[src/rtl/load_data_align_if.sv]
// Load-return bus between the EX/MEM pipeline control, the data memory and the
// writeback-facing aligned result.
interface load_data_align_if;
  logic        stall;
  logic        flush;
  logic        ld_valid_in;
  logic [2:0]  ld_funct3;
  logic [31:0] address;
  logic [4:0]  rd_in;
  logic [31:0] mem_rdata;
  logic        ld_valid_out;
  logic [31:0] ld_data_out;
  logic [4:0]  rd_out;
  logic        misaligned;

  // Pipeline/memory side driving requests and consuming results
  modport master (
    output stall, flush, ld_valid_in, ld_funct3, address, rd_in, mem_rdata,
    input  ld_valid_out, ld_data_out, rd_out, misaligned
  );

  // Alignment block
  modport slave (
    input  stall, flush, ld_valid_in, ld_funct3, address, rd_in, mem_rdata,
    output ld_valid_out, ld_data_out, rd_out, misaligned
  );
endinterface

[src/rtl/load_data_align.sv]
// Load-return alignment: tracks one in-flight load across the synchronous-read
// memory, buffers the word on stall, and registers the extended result.
// Optional LOAD_MISALIGN_TRAP_EN registers a misalignment flag with the result.
module load_data_align (
  input logic           clk,
  input logic           rst,
  load_data_align_if.slave bus
);
  localparam int unsigned XLEN  = 32;
  localparam int unsigned REG_W = 5;
  localparam int unsigned F3_W  = 3;
  localparam int unsigned OFF_W = 2;

  localparam logic [F3_W-1:0] F3_LB  = 3'b000;
  localparam logic [F3_W-1:0] F3_LH  = 3'b001;
  localparam logic [F3_W-1:0] F3_LW  = 3'b010;
  localparam logic [F3_W-1:0] F3_LBU = 3'b100;
  localparam logic [F3_W-1:0] F3_LHU = 3'b101;

  typedef enum logic [1:0] {
    IDLE = 2'd0,
    WAIT = 2'd1,
    HELD = 2'd2
  } state_t;

  typedef struct packed {
    logic [OFF_W-1:0] offset;
    logic [F3_W-1:0]  funct3;
    logic [REG_W-1:0] rd;
  } req_t;

  state_t           state_q;
  state_t           state_d;
  req_t             req_q;
  logic [XLEN-1:0]  hold_q;
  logic             valid_q;
  logic [XLEN-1:0]  data_q;
  logic [REG_W-1:0] rd_q;

  logic             accept_c;
  logic             produce_c;
  logic             hold_load_c;
  logic [XLEN-1:0]  src_word_c;
  logic [XLEN-1:0]  result_c;

  // Upper address bits are irrelevant to a word-wide memory return
  logic unused_addr_hi;
  assign unused_addr_hi = ^bus.address[XLEN-1:OFF_W];

  // Byte/halfword/word extraction with sign or zero extension
  function automatic logic [XLEN-1:0] align(input logic [XLEN-1:0]  word,
                                            input logic [OFF_W-1:0] off,
                                            input logic [F3_W-1:0]  f3);
    logic [7:0]  b;
    logic [15:0] h;
    b = word[{off, 3'b000} +: 8];
    h = off[1] ? word[31:16] : word[15:0];
    case (f3)
      F3_LB:   align = {{24{b[7]}}, b};
      F3_LBU:  align = {24'h000000, b};
      F3_LH:   align = {{16{h[15]}}, h};
      F3_LHU:  align = {16'h0000, h};
      F3_LW:   align = word;
      default: align = '0;
    endcase
  endfunction

  always_ff @(posedge clk) begin
    if (rst) state_q <= IDLE;
    else     state_q <= state_d;
  end

  // Next state, result production and hold-buffer capture
  always_comb begin
    state_d     = state_q;
    produce_c   = 1'b0;
    hold_load_c = 1'b0;
    src_word_c  = bus.mem_rdata;
    accept_c    = bus.ld_valid_in & ~bus.stall & ~bus.flush;
    if (bus.flush) begin
      state_d = IDLE;
    end else begin
      case (state_q)
        IDLE: begin
          if (accept_c) state_d = WAIT;
        end
        WAIT: begin
          if (bus.stall) begin
            hold_load_c = 1'b1;
            state_d     = HELD;
          end else begin
            produce_c  = 1'b1;
            src_word_c = bus.mem_rdata;
            state_d    = accept_c ? WAIT : IDLE;
          end
        end
        HELD: begin
          if (!bus.stall) begin
            produce_c  = 1'b1;
            src_word_c = hold_q;
            state_d    = accept_c ? WAIT : IDLE;
          end
        end
        default: state_d = IDLE;
      endcase
    end
  end

  assign result_c = align(src_word_c, req_q.offset, req_q.funct3);

  // Request metadata, hold buffer and output register
  always_ff @(posedge clk) begin
    if (rst) begin
      req_q   <= '0;
      hold_q  <= '0;
      valid_q <= 1'b0;
      data_q  <= '0;
      rd_q    <= '0;
    end else begin
      if (hold_load_c) hold_q <= bus.mem_rdata;
      if (accept_c) begin
        req_q.offset <= bus.address[OFF_W-1:0];
        req_q.funct3 <= bus.ld_funct3;
        req_q.rd     <= bus.rd_in;
      end
      if (!bus.stall) begin
        valid_q <= produce_c;
        if (produce_c) begin
          data_q <= result_c;
          rd_q   <= req_q.rd;
        end
      end
    end
  end

  assign bus.ld_valid_out = valid_q;
  assign bus.ld_data_out  = data_q;
  assign bus.rd_out       = rd_q;

`ifdef LOAD_MISALIGN_TRAP_EN
  logic mis_q;
  logic mis_c;

  // Halfword needs an even offset, word needs offset zero
  always_comb begin
    mis_c = 1'b0;
    case (req_q.funct3)
      F3_LH, F3_LHU: mis_c = req_q.offset[0];
      F3_LW:         mis_c = |req_q.offset;
      default:       mis_c = 1'b0;
    endcase
  end

  always_ff @(posedge clk) begin
    if (rst)                          mis_q <= 1'b0;
    else if (!bus.stall && produce_c) mis_q <= mis_c;
  end

  assign bus.misaligned = mis_q;
`else
  assign bus.misaligned = 1'b0;
`endif

endmodule

[src/flat_wrapper.sv]
// flat-port wrapper written by rule: the top's interface ports become plain ports
module load_data_align_flat 
  (clk, rst, bus_stall, bus_flush, bus_ld_valid_in, bus_ld_funct3, bus_address, bus_rd_in, bus_mem_rdata, bus_ld_valid_out, bus_ld_data_out, bus_rd_out, bus_misaligned);
  load_data_align_if bus_i ();
  input logic clk;
  input logic rst;
  input wire logic [$bits(bus_i.stall)-1:0] bus_stall;
  input wire logic [$bits(bus_i.flush)-1:0] bus_flush;
  input wire logic [$bits(bus_i.ld_valid_in)-1:0] bus_ld_valid_in;
  input wire logic [$bits(bus_i.ld_funct3)-1:0] bus_ld_funct3;
  input wire logic [$bits(bus_i.address)-1:0] bus_address;
  input wire logic [$bits(bus_i.rd_in)-1:0] bus_rd_in;
  input wire logic [$bits(bus_i.mem_rdata)-1:0] bus_mem_rdata;
  output wire logic [$bits(bus_i.ld_valid_out)-1:0] bus_ld_valid_out;
  output wire logic [$bits(bus_i.ld_data_out)-1:0] bus_ld_data_out;
  output wire logic [$bits(bus_i.rd_out)-1:0] bus_rd_out;
  output wire logic [$bits(bus_i.misaligned)-1:0] bus_misaligned;
  assign bus_i.stall = bus_stall;
  assign bus_i.flush = bus_flush;
  assign bus_i.ld_valid_in = bus_ld_valid_in;
  assign bus_i.ld_funct3 = bus_ld_funct3;
  assign bus_i.address = bus_address;
  assign bus_i.rd_in = bus_rd_in;
  assign bus_i.mem_rdata = bus_mem_rdata;
  assign bus_ld_valid_out = bus_i.ld_valid_out;
  assign bus_ld_data_out = bus_i.ld_data_out;
  assign bus_rd_out = bus_i.rd_out;
  assign bus_misaligned = bus_i.misaligned;
  load_data_align u_core (.clk(clk), .rst(rst), .bus(bus_i));
endmodule
[config.mk]
export PLATFORM = sky130hd
export DESIGN_NAME = load_data_align_flat
export DESIGN_NICKNAME = d
export VERILOG_FILES = /design/src/rtl/load_data_align_if.sv /design/src/rtl/load_data_align.sv /design/src/flat_wrapper.sv
export SDC_FILE = /design/constraint.sdc
export NUM_CORES = 1
export LEC_CHECK = 0
export ABC_AREA = 1
export CELL_PAD_IN_SITES_DETAIL_PLACEMENT = 2
export CELL_PAD_IN_SITES_GLOBAL_PLACEMENT = 2
export CORE_AREA = 2 2 129 131
export DETAILED_ROUTE_END_ITERATION = 12
export DIE_AREA = 0 0 131 133
export PLACE_DENSITY_LB_ADDON = 0.05
export SKIP_CTS_REPAIR_TIMING = 1
export SLEW_MARGIN = 20
export SYNTH_ARGS = -nofsm -noshare
export SYNTH_HDL_FRONTEND = slang
export SYNTH_SLANG_ARGS = --single-unit
[constraint.sdc]
create_clock -name clk -period 4.5 [get_ports clk]
set_clock_uncertainty 0.05 [all_clocks]
set_input_delay 1.125 -clock clk [delete_from_list [all_inputs] [get_ports clk]]
set_output_delay 1.125 -clock clk [all_outputs]
set_load 0.02 [all_outputs]
==> results of run 1 <==
[final cells by class]
| cell class | count | share of cell area |
|---|---|---|
| clock buffer | 11 | 0.04593 |
| multi-input combinational | 477 | 0.4015 |
| sequential | 82 | 0.2983 |
| inverter | 51 | 0.03479 |
| tap | 220 | 0.05002 |
| clock inverter | 4 | 0.009322 |
| timing repair buffer | 90 | 0.1601 |
[registers in the layout (all words and copies together), names as in the netlist]
| signal | count |
|---|---|
| u_core.bus.ld_data_out | 32 |
| u_core.hold_q | 32 |
| u_core.req_q | 10 |
| u_core.bus.rd_out | 5 |
| u_core.state_q | 2 |
| u_core.bus.ld_valid_out | 1 |
[logic make-up after synthesis]
group | after synthesis
AND/OR/NAND/NOR | 370
flip-flops | 82
buffers and inverters | 91
other | 1
adder cells (fa/ha/maj) | 4
AO/OA/AOI/OAI | 102
[cell usage in the layout (no fill, tap or decap), types with 9 or more instances in the layout]
cell type,n
clkdlybuf4s50_1,83
nand3_2,12
nand3_1,53
inv_1,47
clkbuf_16,9
nor2_1,19
a211oi_1,14
nand2_1,263
dfxtp_1,82
a21oi_1,68
[routing by layer]
metal / vias to the layer above / global-route usage / wire (um)
li1: 2188 / - / -
met1: 2131 / 0.2570 / 7704
met2: 63 / 0.2956 / 7030
met3: 11 / 0.02103 / 456
met4: 0 / 0.05496 / 191
met5: - / 0 / 0
[worst register-to-register path: cells and delay by family, from the launching register on]
| family | cells | cell delay (ns) |
|---|---|---|
| AND/OR/NAND/NOR | 8 | 1.52 |
| buffers and inverters | 2 | 0.42 |
| flip-flops | 1 | 0.35 |
| adder cells (fa/ha/maj) | 1 | 0.15 |
| AO/OA/AOI/OAI | 1 | 0.07 |
[power by group]
part	internal, mW	switching [mW]	leakage, nW
Clock	0.458	0.322	0.148
Sequential	0.735	0.00799	0.662
Combinational	0.0806	0.126	1.36
Total	1.27	0.456	2.17
[per-stage QoR]
stage	util	instances	hold slack, ns
6_report	0.3403	935	0.4152
4_1_cts	0.3403	935	0.4166
3_5_place_dp	0.3215	920	0.4068
2_1_floorplan	-	650	0.3901
3_3_place_gp	0.3215	920	0.3939
5_1_grt	0.3403	935	0.4384
[path summary, 6_finish.rpt]
check | slack [ns] | to | startpoint | cells after the start
setup / recovery | 1.31 | u_core.bus.ld_data_out[10]$_SDFFE_PP0P_ | bus_stall | 11
setup reg to reg | 1.80 | u_core.bus.ld_data_out[10]$_SDFFE_PP0P_ | u_core.state_q[0]$_SDFFE_PP0P_ | 12
hold reg to reg | 0.42 | u_core.bus.ld_data_out[6]$_SDFFE_PP0P_ | u_core.bus.ld_data_out[6]$_SDFFE_PP0P_ | 2
hold / removal | 0.42 | u_core.bus.ld_data_out[6]$_SDFFE_PP0P_ | u_core.bus.ld_data_out[6]$_SDFFE_PP0P_ | 2
==> flow_summary.ini, run 1 <==
[status]
status = finished clean

[setup_path]
critPathRequiredTime_ns = 4.66
critPathBufInv = 1
critPathKind = in -> reg
slowest_delay_ns = 0.53
critPathLaunchType = primary input
critical_path_arrival_ns = 3.35
cp_cell_sequence = clkdlybuf4s50_1, nor2_4, nand2_4, nand2_1, nand3_2, nand3_1, nand2_1, nand2_2, nand2_1, nand2_1, a21oi_1
endpoint_kind = flip-flop
crit_family = simple AND/OR/NAND/NOR gates
worstPathMaxFanout = 43
critical_path.slowest_cell = clkdlybuf4s50_1
cpMostUsedCell = nand2_1

[yosys]
synth_common_cells = nand2_1 (263), dfxtp_1 (82), a21oi_1 (68), nand3_1 (53), inv_1 (47)
synth_cells = 650
yosys_most_used_dff = dfxtp_1
synth_mux_area_frac = 0
synth_top_family_by_area = simple AND/OR/NAND/NOR gates
synth_area_leader_cell = dfxtp_1
avgSynthCellArea_um2 = 6.552
synth-xor-area-share = 0
synth-edff-count = 0
synth-simple-area-share = 0.3740
synth_area_um2 = 4259
async_flop_share = 0
yosysMostFrequentCell = nand2_1
yosys_warnings = 0
synth_cell_type_count = 29
synthDominantCellAreaShare = 0.3854
synth_nets = 731
ys_seq_area_frac = 0.3854
synth_area_leaders = dfxtp_1 (39%), nand2_1 (23%), a21oi_1 (8.0%)
yosys.area_share.adder = 0.01175
ys_ff_latch = 82
synth_compound_area_frac = 0.1316

[job]
maxCapViolCount = 0

[grt]
grt_pass1_wl_mm = 24.84
grt_pass1_vias = 4651
antenna_found_initial = 0
grt.overflow.total = 0
grt_max_degree = 44
grt_usage = 0.1838

[routing]
detail_route.wl_per_cell_um = 16.45
drt_pass1_iterations = 4
drc_errors = 0
drt-total-wl_mm = 15.38
drt-initial-drc-count = 180
antenna_left = 0
vias = 4393
viasPerCell = 4.698

[floorplan]
dieArea_um2 = 17420
die_y_um = 133
core_area_um2 = 16170
die_x_um = 131
rows = 47
ioPinCount = 116
initial_core_util = 0.2634

[clock_tree]
cts_tree = built
numClockSinks = 82
numCtsBuffers = 9
cts_buffer_depth = 2
cts_root_buffer = clkbuf_16
clk_pin_slew_ns = 0.06
htreeDepth = 3
clk_latency_ns = 0.35

[sta]
slew_viol_final = 0
rsz0062_at_grt = no
period_minus_slack_ns = 3.188
fin_ws_ns = 1.312
report.final.hold_viol_count = 0
min_period_over_period = 0.7085
setup_tns_ns = 0
setup_viol = 0
fmax_mhz = 313.7
relSlewSlack = 0.4411
worst_pin_slew_ns = 0.8384

[final_layout]
ff_latch_area_um2 = 1642
multi_input_area_um2 = 2210
diodes = 0
nNetsFinal = 792
final_cell_area_um2 = 5503
syn_to_final_growth_pct = 29.20
fillerInstances = 1934
drive_above_1_share = 0.06154

[placed_design]
portBuffers = 84
routabilityCongestion = 0.7924
postPlaceCellArea_um2 = 5199
dp_hpwl_mm = 11.15
place_ws_ns = 0.9258

[power]
p_leak_nw = 2.168
total_power_mw = 1.729
power_density_nw_per_um2 = 314.2
vdd_drop_max_v = 0.0001723

[min_path]
hp-class = reg -> reg
Note: power is estimated with default switching activity, not from simulation.
==> inputs of run 2 (changes only) <==
--- a/config.mk
+++ b/config.mk
@@ -8,9 +8,9 @@
 export ABC_AREA = 1
 export CELL_PAD_IN_SITES_DETAIL_PLACEMENT = 2
 export CELL_PAD_IN_SITES_GLOBAL_PLACEMENT = 2
-export CORE_AREA = 2 2 129 131
+export CORE_AREA = 2 2 140 142
 export DETAILED_ROUTE_END_ITERATION = 12
-export DIE_AREA = 0 0 131 133
+export DIE_AREA = 0 0 142 144
 export PLACE_DENSITY_LB_ADDON = 0.05
 export SKIP_CTS_REPAIR_TIMING = 1
 export SLEW_MARGIN = 20
==> constraint.sdc (replaced) <==
create_clock -name clk -period 2.7 [get_ports clk]
set_clock_uncertainty 0.05 [all_clocks]
set_input_delay 0.675 -clock clk [delete_from_list [all_inputs] [get_ports clk]]
set_output_delay 0.675 -clock clk [all_outputs]
set_load 0.02 [all_outputs]
==> run 2 against run 1 <==
Net effect:
- via count shrank 0.71%
- cell count up 3.5%
- wire length is 3.3% higher
- largest power group unchanged
- utilization down 4.3 points
- clock power up 60%
- sequential share of layout area is 0.93 points lower
- design area up 3.2%
- combinational power grew 76%
==> flow_summary.ini, run 2 (same netlist as run 1, synthesis figures left out) <==
[status]
status = finished clean

[clock_tree]
cts_tree = built
cts_buffer_depth = 2
clk_pin_slew_ns = 0.07
htreeDepth = 3
numCtsBuffers = 9
cts_root_buffer = clkbuf_16
numClockSinks = 82
clk_latency_ns = 0.35

[power]
power_density_nw_per_um2 = 501.8
vdd_drop_max_v = 0.0002878
p_leak_nw = 2.249

[sta]
rsz0062_at_grt = no
fmax_mhz = 422.0
relSlewSlack = 0.5176
worst_pin_slew_ns = 0.7181
report.final.hold_viol_count = 0
fin_ws_ns = 0.3306
min_period_over_period = 0.8776
setup_tns_ns = 0
period_minus_slack_ns = 2.369
slew_viol_final = 0
setup_viol = 0

[grt]
grt_max_degree = 58
grt_usage = 0.1627
antenna_found_initial = 0
grt_pass1_vias = 4643
grt.overflow.total = 0
grt_pass1_wl_mm = 25.66

[routing]
drt-initial-drc-count = 155
drt-total-wl_mm = 15.89
drt_pass1_iterations = 4
vias = 4362
drc_errors = 0
antenna_left = 0
detail_route.wl_per_cell_um = 16.41
viasPerCell = 4.506

[setup_path]
critPathBufInv = 2
slowest_delay_ns = 0.46
critical_path_arrival_ns = 2.61
rr_startpoint = u_core.state_q[0]$_SDFFE_PP0P_
cp_cell_sequence = clkdlybuf4s50_1, nor2_4, buf_4, nand3_1, nand3_2, nand3_1, nand2_1, nand2_2, nand2_1, nand2_1, a21oi_1
worstPathMaxFanout = 24
rrSetupSlack_ns = 0.44
crit_family = simple AND/OR/NAND/NOR gates
critPathRequiredTime_ns = 2.94
critPathKind = in -> reg
critical_path.slowest_cell = clkdlybuf4s50_1
endpoint_kind = flip-flop
cpMostUsedCell = nand2_1
setup.worst_path.start = bus_stall
reg2reg_to = u_core.bus.ld_data_out[10]$_SDFFE_PP0P_
reg2regPathDepth = 11
critPathLaunchType = primary input

[placed_design]
place_ws_ns = -0.07784
placed_cells = 952
routabilityCongestion = 0.7890
dp_hpwl_mm = 12.08
portBuffers = 84
postPlaceCellArea_um2 = 5389

[final_layout]
drive_above_1_share = 0.08082
mostFrequentLayoutCell = nand2_1
layout_common_cells = nand2_1 (263), clkdlybuf4s50_1 (83), dfxtp_1 (82)
final_cell_area_um2 = 5679
diodes = 0
syn_to_final_growth_pct = 33.34
nNetsFinal = 806
fin_cells = 968

[min_path]
hold_path_end = u_core.bus.ld_valid_out$_SDFFE_PP0N_
holdPathStages = 2
hp-class = reg -> reg
hp-start = u_core.bus.ld_valid_out$_SDFFE_PP0N_

[floorplan]
initial_core_util = 0.2232
die_x_um = 142
dieArea_um2 = 20450
ioPinCount = 116
rows = 51
die_y_um = 144
core_area_um2 = 19080

[job]
maxCapViolCount = 0
run 2: cell count changes in the layout (fill, tap and decap cells not counted):
cell        before  now
buf_12           0    5
buf_4            6   15
bufinv_16        1    0
clkinvlp_4       1    2
inv_6            0    1
run 2: per-stage QoR:
stage / hold slack [ns] / power (mW) / util
final: 0.4102 / 2.850 / 0.2977
after global placement: 0.3928 / 1.631 / 0.2824
after detailed placement: 0.4084 / 1.636 / 0.2824
after floorplan: 0.3901 / 1.463 / -
after global routing: 0.4431 / 2.999 / 0.2977
after CTS: 0.4177 / 2.907 / 0.2977
run 2: layout make-up:
| class | count | area [um2] |
|---|---|---|
| flip-flops and latches | 82 | 1642 |
| well taps | 238 | 297.8 |
| multi-input cells | 477 | 2210 |
| clock buffers | 11 | 252.7 |
| inverters | 51 | 191.4 |
| repair buffers | 104 | 1049 |
| clock inverters | 5 | 37.54 |
| fillers | 2275 | 13400 |
run 2: power breakdown:
part	internal [mW]	leakage, nW	total [mW]	switching (mW)
clock	0.678	0.138	1.25	0.570
sequential	1.22	0.662	1.24	0.0130
combinational	0.147	1.45	0.365	0.217
run 2: worst max path at each step:
stage	to	slack, ns	cells after the start
2_1_floorplan	u_core.bus.ld_data_out[2]$_SDFFE_PP0P_	0.86	9
3_3_place_gp	u_core.bus.ld_data_out[9]$_SDFFE_PP0P_	-0.05	11
3_5_place_dp	u_core.bus.ld_data_out[9]$_SDFFE_PP0P_	-0.08	11
4_1_cts	u_core.bus.ld_data_out[21]$_SDFFE_PP0P_	0.28	11
5_1_grt	u_core.bus.ld_data_out[10]$_SDFFE_PP0P_	0.09	11
6_report	u_core.bus.ld_data_out[10]$_SDFFE_PP0P_	0.33	11
run 2: worst register-to-register path: cells and delay by family, from the launching register on:
kind / cells / cell delay (ns)
and+or+nand+nor: 7 / 0.98
DFF: 1 / 0.38
adders and majority gates: 1 / 0.34
buffers and inverters: 2 / 0.31
AOI/OAI and AO/OA: 1 / 0.06
run 2: per-layer routing:
layer	vias to the layer above	global-route usage	share of wire
met4	0	0.04895	0.013
met2	58	0.2675	0.46
met1	2079	0.2238	0.50
met3	13	0.01987	0.021
li1	2212	-	-
met5	-	0	0
